## src/rtl/regfile_pkg.sv

```systemverilog
// Shared types and sizes for the 8-entry register file read path.
package regfile_pkg;

    localparam int NUM_REGS = 8;
    localparam int ADDR_W   = 8;
    localparam int PTR_W    = 3;

    typedef enum logic {
        IDLE,
        BEAT
    } rd_state_t;

endpackage

```

## src/rtl/read_operation_read_mux.sv

```systemverilog
// Combinational 8:1 word selector over the flattened register file bus.
module read_mux
    import regfile_pkg::*;
#(
    parameter int DATA_W = 8
) (
    input  logic [NUM_REGS*DATA_W-1:0] from_reg,
    input  logic [PTR_W-1:0]           idx,
    output logic [DATA_W-1:0]          word
);

    logic [DATA_W-1:0] regs [NUM_REGS];

    for (genvar k = 0; k < NUM_REGS; k++) begin : g_split
        assign regs[k] = from_reg[k*DATA_W +: DATA_W];
    end

    assign word = regs[idx];

endmodule

```

## src/rtl/read_operation.sv

```systemverilog
// Burst read controller: wrap-around walk of the register file over valid/ready.
// Optional even parity on rdata via the READ_PARITY_EN macro.
module read_operation
    import regfile_pkg::*;
#(
    parameter int DATA_W = 8
) (
    input  logic                       clk,
    input  logic                       reset,
    input  logic                       re,
    input  logic [ADDR_W-1:0]          Addr,
    input  logic [PTR_W-1:0]           len,
    input  logic [NUM_REGS*DATA_W-1:0] from_reg,
    input  logic                       rready,
    output logic [DATA_W-1:0]          rdata,
    output logic                       rvalid,
    output logic                       rlast,
    output logic                       busy,
    output logic                       err
`ifdef READ_PARITY_EN
   ,output logic                       rpar
`endif
);

    rd_state_t         state_q, state_d;
    logic [PTR_W-1:0]  ptr_q, ptr_d;
    logic [PTR_W-1:0]  rem_q, rem_d;
    logic [DATA_W-1:0] rdata_q, rdata_d;
    logic              rvalid_q, rvalid_d;
    logic              rlast_q, rlast_d;
    logic              err_q, err_d;
    logic              load;
    logic              addr_ok;
    logic [DATA_W-1:0] mux_word;

    // Mux is indexed by the next pointer so the word lands with the beat.
    read_mux #(
        .DATA_W   (DATA_W)
    ) u_mux (
        .from_reg (from_reg),
        .idx      (ptr_d),
        .word     (mux_word)
    );

    assign addr_ok = (Addr[ADDR_W-1:PTR_W] == '0);

    always_comb begin
        state_d  = state_q;
        ptr_d    = ptr_q;
        rem_d    = rem_q;
        rvalid_d = rvalid_q;
        rlast_d  = rlast_q;
        err_d    = 1'b0;
        load     = 1'b0;
        unique case (state_q)
            IDLE: begin
                if (re) begin
                    if (addr_ok) begin
                        ptr_d    = Addr[PTR_W-1:0];
                        rem_d    = len;
                        load     = 1'b1;
                        rvalid_d = 1'b1;
                        rlast_d  = (len == '0);
                        state_d  = BEAT;
                    end else begin
                        err_d = 1'b1;
                    end
                end
            end
            BEAT: begin
                if (rready) begin
                    if (rem_q != '0) begin
                        ptr_d   = ptr_q + 3'd1;
                        rem_d   = rem_q - 3'd1;
                        load    = 1'b1;
                        rlast_d = (rem_q == 3'd1);
                    end else begin
                        rvalid_d = 1'b0;
                        rlast_d  = 1'b0;
                        state_d  = IDLE;
                    end
                end
            end
            default: state_d = IDLE;
        endcase
        rdata_d = load ? mux_word : rdata_q;
    end

    always_ff @(posedge clk) begin
        if (reset) begin
            state_q  <= IDLE;
            ptr_q    <= '0;
            rem_q    <= '0;
            rdata_q  <= '0;
            rvalid_q <= 1'b0;
            rlast_q  <= 1'b0;
            err_q    <= 1'b0;
        end else begin
            state_q  <= state_d;
            ptr_q    <= ptr_d;
            rem_q    <= rem_d;
            rdata_q  <= rdata_d;
            rvalid_q <= rvalid_d;
            rlast_q  <= rlast_d;
            err_q    <= err_d;
        end
    end

`ifdef READ_PARITY_EN
    logic rpar_q;

    always_ff @(posedge clk) begin
        if (reset) begin
            rpar_q <= 1'b0;
        end else if (load) begin
            rpar_q <= ^mux_word;
        end
    end

    assign rpar = rpar_q;
`endif

    assign rdata  = rdata_q;
    assign rvalid = rvalid_q;
    assign rlast  = rlast_q;
    assign busy   = (state_q != IDLE);
    assign err    = err_q;

endmodule

```

## config.mk

```make
export PLATFORM = sky130hd
export DESIGN_NAME = read_operation
export DESIGN_NICKNAME = d
export VERILOG_FILES = /design/src/rtl/regfile_pkg.sv /design/src/rtl/read_operation_read_mux.sv /design/src/rtl/read_operation.sv
export SDC_FILE = /design/constraint.sdc
export NUM_CORES = 1
export LEC_CHECK = 0
export BUFFER_PORTS_ARGS = -buffer_cell sky130_fd_sc_hd__buf_2
export CELL_PAD_IN_SITES_DETAIL_PLACEMENT = 1
export CELL_PAD_IN_SITES_GLOBAL_PLACEMENT = 2
export CORE_UTILIZATION = 26
export CTS_BUF_LIST = sky130_fd_sc_hd__clkbuf_16
export CTS_CLUSTER_DIAMETER = 60
export DETAILED_ROUTE_END_ITERATION = 12
export HOLD_SLACK_MARGIN = 0.02
export MAX_ROUTING_LAYER = met4
export PLACE_DENSITY_LB_ADDON = 0.3
export SLEW_MARGIN = 15
export SYNTH_ARGS = -nofsm -noshare
export SYNTH_HDL_FRONTEND = slang
export SYNTH_HIERARCHICAL = 1
export SYNTH_SLANG_ARGS = --single-unit
```

## constraint.sdc

```tcl
create_clock -name clk -period 5.2 [get_ports clk]
set_clock_uncertainty 0.1 [all_clocks]
set_input_delay 1.04 -clock clk [delete_from_list [all_inputs] [get_ports clk]]
set_output_delay 1.04 -clock clk [all_outputs]
set_load 0.02 [all_outputs]
```

Yosys cells after proc, flatten, opt, wreduce, memory -nomap -nowiden

Index checks and enable logic that the tools add are counted.

Register bits after elaboration: 18
Bits of input ports: 79
Output and inout bits: 12
Word-level logic and storage cells: 57

$add $sub $neg: 2
Magnitude comparators: 1
Equality and inequality tests: 6
Muxes and demuxes: 31
Bitwise logic cells: 3
Reductions and logical operators: 7

Operators by type and width:

| cell                                                                    | number |
|---|---|
| 8-bit binary-select mux with 3-bit select                               | 1 |
| 3-bit 2-to-1 mux                                                        | 8 |
| 8-bit 2-to-1 mux                                                        | 2 |
| 1-bit 2-to-1 mux                                                        | 14 |
| 3-bit one-hot mux with 2 select lines                                   | 2 |
| 2-bit inequality test, second input constant                            | 4 |
| 1-bit one-hot mux with 2 select lines                                   | 4 |
| 4-bit AND reduction                                                     | 2 |
| 5-bit zero test                                                         | 1 |
| 4-bit >= comparator, second input constant                              | 1 |
| 3-bit NOT with 4-bit output                                             | 1 |
| 3-bit by 1-bit adder with 3-bit output, second input constant           | 1 |
| 3-bit by 1-bit equality test with 1-bit output, second input constant   | 1 |
| 3-bit zero test                                                         | 1 |
| 3-bit AND reduction                                                     | 1 |
| 3-bit nonzero test                                                      | 1 |
| 3-bit OR reduction                                                      | 1 |
| 3-bit by 1-bit subtractor with 3-bit output, second input constant      | 1 |
| 2-bit by 1-bit inequality test with 1-bit output, second input constant | 1 |
| 1-bit NOT                                                               | 2 |

Longest topological paths before layout

Depth after elaboration: 8
Mapped depth: 12
Gate-level depth less buffers: 10

Hierarchy

The synthesis kept the hierarchy.

By module, submodules not included:

| module         | instances | cells an instance | area an instance (um2) | seq. area each (um2) |
|---|---|---|---|---|
| read_operation | 1         | 98                | 902.1                  | 360.3 |
| read_mux       | 1         | 29                | 550.5                  | 0.0 |

Worst setup path after synthesis

OpenSTA, ideal clock, no wires.

Path kind: input port to flip-flop
From: input Addr[6]
To: register rdata_q[3] (netlist: rdata[3])
Setup time: 128 ps
Arrival time: 3557 ps
Data required time: 4972 ps
Setup slack: 1415 ps
Cell stages on the path: 10
Buffers on the path: 2
Cells stage by stage: or4_4 > nor3b_4 > mux2_2 > a21oi_1 > buf_6 > buf_12 > mux4_1 > mux2_2 > mux2i_1 > nor2_1

Word-level cells in the longest chain between the ends: 8
Elaborated cells on any way between the ends: 11
Those cells by class: 9 x mux; 1 x bitwise; 1 x reduce/logical

Ends and longest elaborated chain:

| what                                                | RTL line                      | source |
|---|---|---|
| start: declaration                                  | read_operation.sv:11          | `input logic [ADDR_W-1:0] Addr,` |
| 5-bit zero test                                     | read_operation.sv:45          | `assign addr_ok = (Addr[ADDR_W-1:PTR_W] == '0);` |
| 3-bit 2-to-1 mux                                    | read_operation.sv:58          | `if (addr_ok) begin` |
| 3-bit 2-to-1 mux                                    | read_operation.sv:57          | `if (re) begin` |
| 3-bit one-hot mux with 2 select lines               | read_operation.sv:55          | `unique case (state_q)` |
| net ptr_d[0]                                        | read_operation.sv:26          | `logic [PTR_W-1:0] ptr_q, ptr_d;` |
| 3-bit NOT with 4-bit output (not written as such)   | read_operation_read_mux.sv:18 | `assign word = regs[idx];` |
| 8-bit binary-select mux with 3-bit select           | read_operation_read_mux.sv:18 |  |
| 8-bit 2-to-1 mux (not written as such) (2 in a row) | read_operation_read_mux.sv:18 |  |
| net mux_word[3]                                     | read_operation.sv:34          | `logic [DATA_W-1:0] mux_word;` |
| end signal: assignment                              | read_operation.sv:102         | `rdata_q <= rdata_d;` |
| end: declaration                                    | read_operation.sv:28          | `logic [DATA_W-1:0] rdata_q, rdata_d;` |

The timed path passes the listed nets, and every way through them passes these cells. The select of a mux whose other input is x is not followed.
A chain may end at the register's enable or synchronous reset.

Worst setup path after layout

From: input Addr[6]
To: register rdata_q[6] (netlist: rdata[6])

The elaborated chain is that of the path after synthesis.

==> metrics.txt <==
clock sinks 18; gr ovfl total 0; share of cells above drive strength 1 about half; crit path kind primary input to flip-flop; Chip Height 76.7 um; first-iteration detailed-routing DRC count 33; Min Hold Slack approximately 360 ps; Via density 4.95; RSZ-0062 raised after global routing false; end of the worst register-to-register path rdata[6]$_SDFFE_PP0P_; I/O pin cnt between 90 and 100; Fin Setup TNS 0 ps; die area 5890 um^2; share of the synthesized area in the top cell type 27.1%; fin crit share between 70% and 80%; Post-DRT Antenna Nets 0; wire per inst between 10 and 15 um; Post-CTS Setup Bufs 0; diodes inserted 0; clock slew at reported path FFs 50 ps; Pins Over Slew Limit 0; sequential fraction of the synthesis area 24.8%; most frequent cells in the layout 90 x buf_2, 19 x nor2_1, 18 x dfxtp_1; max-cap violation count 0; Arrival @ worst endpoint between 3000 and 4000 ps; R2R Setup Slk between 2000 and 2500 ps; Final GP Congestion 0.759; CP endpoint kind flip-flop; outcome complete, no violations; Leak 0.877 nW; area occupied by multi-input gates slightly above 1000 um^2; vias in the first global route 1477; R2R cell count 8; Synth Register Bits 18; Vias 1395; largest net degree at the start of global routing 27; most common cell after layout, fill and taps aside buf_2; Core Rows 26; relative slew slack about 45%; Req. time, crit path between 5000 and 6000 ps; global-route wire length before repair 6880 um; final cell count without fillers roughly 280; CP peak stage delay 590 ps; area leader, netlist mux4_1; slowest CP cell mux4_1; critical-path cell list buf_2 -> or4_4 -> nor3b_4 -> mux2_2 -> a21oi_2 -> buf_4 -> mux4_1 -> mux2_2 -> mux2i_1 -> nor2_1; Yosys warning count 6; hold path depth 2; routed wire length between 4000 and 5000 um; core area 5240 um^2; Period minus WS final 3770 ps; type of the worst min-delay path flip-flop to flip-flop; Critical Path Fanout Max 16; worst skew pair latency roughly 250 ps; 1st-pass router iterations 4; Mapped Area 1450 um^2; syn nets 210; Worst-Margin Slew 817 ps; CTS buffer count 3; Reg-to-Reg Start busy$_SDFF_PP0_; FILL cells roughly 630; synthesized area per cell 11.4 um^2; total track usage roughly 15%; Die W between 70 and 80 um; synthesized instance count 127; power density cells 185 nW/um^2; fmax between 0.2 and 0.3 GHz; most used cell along the critical path mux2_2; Worst Hold Path EP rlast$_SDFFE_PP0P_; hold buffers post-CTS 0; CTS Root Buffer Type clkbuf_16; drt drc 0; Nets 296; Reg area 360 um^2; placed cells 278; Unique masters post-synth 33; IR drop worst, VDD 0.0000968 V; final-report hold violation count 0; Area Growth Syn to Fin 38.8%; DP HPWL 3490 um; H-tree depth 1; CTS tree done; largest cells by area after synthesis mux4_1 27%, dfxtp_1 25%, mux2_2 8.5%; hold_sp rlast$_SDFFE_PP0P_; Critical Path Source Type primary input; PortBufs 90; Final setup viols 0; post-cts sizing count 0; initial antenna violation count 0; initial core utilization 27.7%; clk buf depth 2
-- per-layer routing --
layer | vias up | part of all wire [%] | track usage (%)
met5 | - | 0 | -
met4 | 0 | 1.6 | 5.77
met3 | 5 | 5.1 | 1.90
met2 | 60 | 49 | 25.5
met1 | 658 | 44 | 18.5
li1 | 672 | - | -
-- cell usage after synthesis, drive strengths merged --
master,n
nor3b,3
mux2,11
nand2b,1
a211oi,3
nor2,19
xor2,2
or4,1
a21oi,7
clkbuf,3
nor4bb,1
nor2b,1
o22ai,1
a221oi,1
nand2,3
nand3,3
inv,2
o21ai,2
ha,4
nand3b,1
mux4,16
a32o,1
nor4b,1
dfxtp,18
mux2i,11
buf,8
o2bb2ai,1
nor4,2
-- cell type report --
type / count / area share [%]
Tap cell: 70 / 4.34
Sequential cell: 18 / 17.9
Multi-Input combinational cell: 96 / 50.4
Timing Repair Buffer: 92 / 23.1
Inverter: 2 / 0.372
Clock buffer: 3 / 3.72
Clock inverter: 1 / 0.186
-- how the worst max path moves through the flow --
| stage | from | endpoint | slack [ps] | depth (start not counted) |
|---|---|---|---|---|
| after floorplan | Addr[6] | rdata[3]$_SDFFE_PP0P_ | 1420 | 10 |
| after CTS | Addr[6] | rdata[6]$_SDFFE_PP0P_ | 1410 | 10 |
| after detailed placement | Addr[6] | rdata[4]$_SDFFE_PP0P_ | 1150 | 10 |
| after global routing | Addr[6] | rdata[0]$_SDFFE_PP0P_ | 1270 | 10 |
| final | Addr[6] | rdata[6]$_SDFFE_PP0P_ | 1430 | 10 |
| after global placement | Addr[6] | rdata[0]$_SDFFE_PP0P_ | 1180 | 10 |
-- critical path: cells and delay by family --
family / cells / cell delay [ps]
AO/OA/AOI/OAI: 1 / 100
AND/OR/NAND/NOR: 3 / 870
multiplexers: 4 / 1390
buffers and inverters: 2 / 390
-- metrics by stage --
stage | setup WS, ps | power [W] | utilization (%) | area, um^2
global route | 1270 | 0.000392 | 38.5 | 2020
global placement | 1180 | 0.000220 | 37.0 | 1940
CTS | 1410 | 0.000380 | 38.5 | 2020
detailed placement | 1150 | 0.000221 | 37.0 | 1940
finish | 1430 | 0.000373 | 38.5 | 2020
floorplan | 1420 | 0.000185 | - | 1450
-- report_power, final --
part / internal, W / switching [W]
Sequential: 0.000140 / 0.00000169
Combinational: 0.0000475 / 0.0000282
Clock: 0.000102 / 0.0000536
-- sequential cells by signal (all words and copies together) (netlist names) --
name    cells
rlast       1
rvalid      1
rdata       8
ptr_q       3
rem_q       3
busy        1
err         1
-- logic make-up (layout without fill, tap and decap cells) --
group,count (synthesis),in the layout,synth area share (%)
multiplexers,38,38,44.8
AND/OR/NAND/NOR,36,36,13.4
flip-flops,18,18,24.8
AO/OA/AOI/OAI,16,16,6.98
buffers and inverters,13,98,5.43
adder cells (fa/ha/maj),4,4,3.45
XOR/XNOR,2,2,1.21
No activity file was read; power rests on OpenSTA's default activity.
